==> config.mk <==
export PLATFORM = sky130hd
export DESIGN_NAME = token_multiplier
export DESIGN_NICKNAME = d
export VERILOG_FILES = /design/src/rtl/token_pkg.sv /design/src/rtl/token_backlog_cnt.sv /design/src/rtl/token_multiplier.sv
export SDC_FILE = /design/constraint.sdc
export NUM_CORES = 1
export LEC_CHECK = 0
export ABC_CLOCK_PERIOD_IN_PS = 2650
export BUFFER_PORTS_ARGS = -buffer_cell sky130_fd_sc_hd__buf_2
export CORE_MARGIN = 2
export CORE_UTILIZATION = 54
export CTS_BUF_LIST = sky130_fd_sc_hd__clkbuf_4
export DETAILED_ROUTE_END_ITERATION = 16
export GPL_ROUTABILITY_DRIVEN = 0
export HOLD_SLACK_MARGIN = 0.06
export PLACE_DENSITY = 0.82
export RECOVER_POWER = 100
export SYNTH_ARGS = -nofsm -noshare
export SYNTH_HDL_FRONTEND = slang
export SYNTH_SLANG_ARGS = --single-unit
export TNS_END_PERCENT = 100
==> constraint.sdc <==
create_clock -name clk -period 2.65 [get_ports clk]
set_clock_uncertainty 0.1 [all_clocks]
set_input_delay 0.53 -clock clk [delete_from_list [all_inputs] [get_ports clk]]
set_output_delay 0.53 -clock clk [all_outputs]
set_load 0.02 [all_outputs]
==> src/rtl/token_pkg.sv <==
// Shared defaults and sizing helper for single-bit token-stream blocks.
package token_pkg;

    localparam int TOKEN_FACTOR_DEF      = 2;
    localparam int TOKEN_MAX_PENDING_DEF = 4;

    // Width of a counter that must hold 0 .. max_pending inclusive.
    function automatic int token_cnt_w(input int max_pending);
        return (max_pending < 1) ? 1 : $clog2(max_pending + 1);
    endfunction

endpackage

==> src/rtl/token_backlog_cnt.sv <==
// Bounded backlog counter: +FACTOR per accepted request, -1 per cycle while non-zero.
// Latency 1 cycle; ready is combinational from count only and guarantees count never exceeds MAX_PENDING.
module token_backlog_cnt
    import token_pkg::*;
#(
    parameter int  FACTOR      = TOKEN_FACTOR_DEF,
    parameter int  MAX_PENDING = TOKEN_MAX_PENDING_DEF,
    localparam int W           = token_cnt_w(MAX_PENDING)
) (
    input  logic         clk,
    input  logic         rst,
    input  logic         up,
    output logic         ready,
    output logic [W-1:0] count
);

    localparam logic [W:0] LIM  = (W+1)'(MAX_PENDING - FACTOR + 1);
    localparam logic [W:0] INC  = (W+1)'(FACTOR);
    localparam logic [W:0] MAXV = (W+1)'(MAX_PENDING);

    logic [W:0] cnt_ext;
    logic [W:0] nxt;
    logic       dec;
    logic       accept;

    assign cnt_ext = {1'b0, count};
    assign ready   = (cnt_ext <= LIM);
    assign dec     = (count != '0);
    assign accept  = up && ready;

    // One extra bit so the decrement and increment of the same edge net out without wrap.
    assign nxt = cnt_ext - {{W{1'b0}}, dec} + (accept ? INC : '0);

    always_ff @(posedge clk) begin
        if (rst) begin
            count <= '0;
        end else if (nxt > MAXV) begin
            count <= MAXV[W-1:0];
        end else begin
            count <= nxt[W-1:0];
        end
    end

endmodule

==> src/rtl/token_multiplier.sv <==
// Expands each accepted '1' on a into FACTOR back-to-back '1's on b; first output 2 cycles after input.
// Backpressure via a_ready when the backlog is near full; refused tokens set a sticky overflow and count drops.
module token_multiplier
    import token_pkg::*;
#(
    parameter int FACTOR      = TOKEN_FACTOR_DEF,
    parameter int MAX_PENDING = TOKEN_MAX_PENDING_DEF,
    parameter int DROP_W      = 8
) (
    input  logic              clk,
    input  logic              rst,
    input  logic              a,
    output logic              a_ready,
    input  logic              clr_ovf,
    output logic              b,
    output logic              busy,
    output logic              overflow,
    output logic [DROP_W-1:0] drop_cnt
);

    localparam int              PW       = token_cnt_w(MAX_PENDING);
    localparam logic [DROP_W-1:0] DROP_ONE = DROP_W'(1);

    if (FACTOR < 1) begin : g_bad_factor
        $fatal(1, "token_multiplier: FACTOR must be >= 1");
    end
    if (MAX_PENDING < FACTOR) begin : g_bad_max_pending
        $fatal(1, "token_multiplier: MAX_PENDING must be >= FACTOR");
    end

    logic [PW-1:0] pending;
    logic          emit;
    logic          drop;

    token_backlog_cnt #(
        .FACTOR      (FACTOR),
        .MAX_PENDING (MAX_PENDING)
    ) u_backlog (
        .clk   (clk),
        .rst   (rst),
        .up    (a),
        .ready (a_ready),
        .count (pending)
    );

    assign emit = (pending != '0);
    assign drop = a && !a_ready;
    assign busy = emit || b;

    // A drop on the same edge as a clear wins: the flag stays set and the count restarts at one.
    always_ff @(posedge clk) begin
        if (rst) begin
            b        <= 1'b0;
            overflow <= 1'b0;
            drop_cnt <= '0;
        end else begin
            b <= emit;
            if (drop) begin
                overflow <= 1'b1;
                if (clr_ovf) begin
                    drop_cnt <= DROP_ONE;
                end else if (!(&drop_cnt)) begin
                    drop_cnt <= drop_cnt + DROP_ONE;
                end
            end else if (clr_ovf) begin
                overflow <= 1'b0;
                drop_cnt <= '0;
            end
        end
    end

endmodule

==> out/metrics.cfg <==
[outcome]
outcome=finished clean

[setup_path]
critical_path_required_ns=2.74
cpMaxStageDelayCell=dfxtp_1
cp_data_arrival_time_ns=2.28
critPathLaunch=u_backlog.count[2]
crit_family=adder cells
endpoint_kind=flip-flop
cp_num_buf_inv=3
crit_top_cell=inv_1
slowest_delay_ns=0.48
critPathKind=flip-flop to flip-flop
cp.depth=10
crit_path_max_fanout=7
cp_cell_sequence=inv_1 > nand2_1 > ha_1 > inv_1 > ha_1 > inv_1 > fa_1 > xnor2_1 > nand2_1 > nor3b_1
reg2reg_depth=10
worstSetupStartpointType=flip-flop
timing.rr.start=u_backlog.count[2]

[yosys]
synth-edff-count=0
syn_nets=87
ys_async_sr_fraction=0
ys_seq_area_frac=0.3611
synth.distinct_cells=35
synth.top_cell.area_share=0.3611
ys.flop_type=dfxtp_1
syn_inst=78
ys_ff_latch=13
ys_warn_count=0
avgSynthCellArea_um2=9.240
synth_area_leaders=dfxtp_1 (36%), ha_1 (6.9%), a21oi_1 (4.9%), inv_1 (4.2%), nand2_1 (3.1%)
synth_area_leader_cell=dfxtp_1
synth.cell_area_um2=720.7

[layout]
final_cell_mix=dfxtp_1 (13), clkbuf_1 (12), inv_1 (8)
final_cells=109
nets=104
diodes=0
final_common_cell=dfxtp_1
final_cell_area_um2=803.3
syn2layout_area_growth_pct=11.46
drive_gt1_frac=0.1383
final_util=0.6331

[min_path]
holdPathStages=2
hold_start=overflow
hold_path.class=flip-flop to flip-flop

[floorplanning]
dieWidth_um=40.53
ios=16
start_util=0.5680
rows=13
die-area_um2=1643
die_y_um=40.53
core_area_um2=1269

[sta]
drv_slew=0
period_minus_slack_ns=2.192
whs_ns=0.3708
relSlewSlack=0.7287
fin_tns_setup_ns=0
worstMarginPinSlew_ns=0.4069
final-setup-viol-count=0
timing.final.crit_share=0.8272
fmax_mhz=456.2
rsz0062_at_grt=no
hold_violations=0

[clock_network]
cts.path.max_buffers=2
cts_resized=0
ctsHtreeMaxLevel=1
cts_buffers=3
cts.sinks=13
clk_latency_ns=0.27
path_clk_slew_ns=0.08
cts_hold_buffers=0
post_cts_buffers=0
cts-root-buf=clkbuf_4
cts_tree=built

[global_routing]
grt_max_degree=11
grt_pass1_vias=490
grt_pass1_wl_mm=2.125
antenna_found_initial=0
grtUsageTotal=0.1952
overflow=0

[pwr]
peakVddDrop_uv=511.9
power_density_nw_per_um2=789.0
power.leakage_nw=0.2925

[placed_design]
dpl_cell_area_um2=799.5
hpwl_um=997.3
dpl.cell_count=105
portBuffers=15

[detailed_routing]
drt-pass1-iter-count=4
avgViaCountPerCell=5.661
detail_route.wl_per_cell_um=12.25
postRouteAntennaNets=0
drtIter0Drc=8
via_count=617
drcViolationCount=0
drt_wl_total_mm=1.335

[run]
cap_violations=0

-- stage by stage --
| step | power (mW) | worst slack [ns] |
|---|---|---|
| 3_3_place_gp | 0.5037 | 0.4751 |
| 4_1_cts | 0.6441 | 0.4862 |
| 5_1_grt | 0.6952 | 0.2129 |
| 2_1_floorplan | 0.4464 | 0.5834 |
| 6_report | 0.6338 | 0.4580 |
| 3_5_place_dp | 0.5128 | 0.4132 |
-- metal layers --
layer	wire, um	GRT usage	up-vias
met3	76	0.03333	2
met1	676	0.2867	279
li1	-	-	320
met5	0	0	-
met2	565	0.2659	16
met4	17	0.1000	0
-- Yosys cell counts, types with 2 or more instances --
master and number:
o2111a_1 2, nand2_1 6, dfxtp_1 13, buf_2 3
ha_1 4, inv_1 8, a21oi_1 7, and3_1 2
nor3b_1 2, and4_1 2, nor3_2 2, nor3_1 3
nand3_1 2
-- worst reg2reg max path, cell delays in order (launching register included) --
cell and delay [ns]:
dfxtp_1 0.48, inv_1 0.14, nand2_1 0.08, ha_1 0.22, inv_1 0.06, ha_1 0.13, inv_1 0.04, fa_1 0.37
xnor2_1 0.21, nand2_1 0.10, nor3b_1 0.18
-- report_power, final --
part           internal [mW]  switching [mW]  total [mW]
logic                  0.102           0.152       0.255
registers              0.221          0.0277       0.249
clock network         0.0684          0.0620       0.130
total                  0.392           0.242       0.634
-- sequential cells by signal, indices dropped and copies added, names as in the netlist --
| register | cells |
|---|---|
| u_backlog.count | 3 |
| drop_cnt | 8 |
| overflow | 1 |
| b | 1 |
-- final timing paths --
| kind | slack [ns] | to |
|---|---|---|
| max | 0.46 | u_backlog.count[1] |
| min | 0.37 | overflow |
| max reg2reg | 0.46 | u_backlog.count[1] |
| min reg2reg | 0.37 | overflow |
-- area by class of cell --
class | instances | area, um2
clock buffers | 4 | 30.03
fillers | 114 | 465.4
inverters | 8 | 30.03
multi-input cells | 54 | 404.1
flip-flops and latches | 13 | 260.3
well taps | 15 | 18.77
repair buffers | 15 | 60.06
-- cell families after synthesis --
| family | synth area share |
|---|---|
| buffers and inverters | 0.06250 |
| multiplexers | 0.01389 |
| adder cells (fa/ha/maj) | 0.09723 |
| XOR/XNOR | 0.01215 |
| AO/OA/AOI/OAI | 0.1667 |
| AND/OR/NAND/NOR | 0.2865 |
| flip-flops | 0.3611 |
Power figures use the tool's default switching activity.
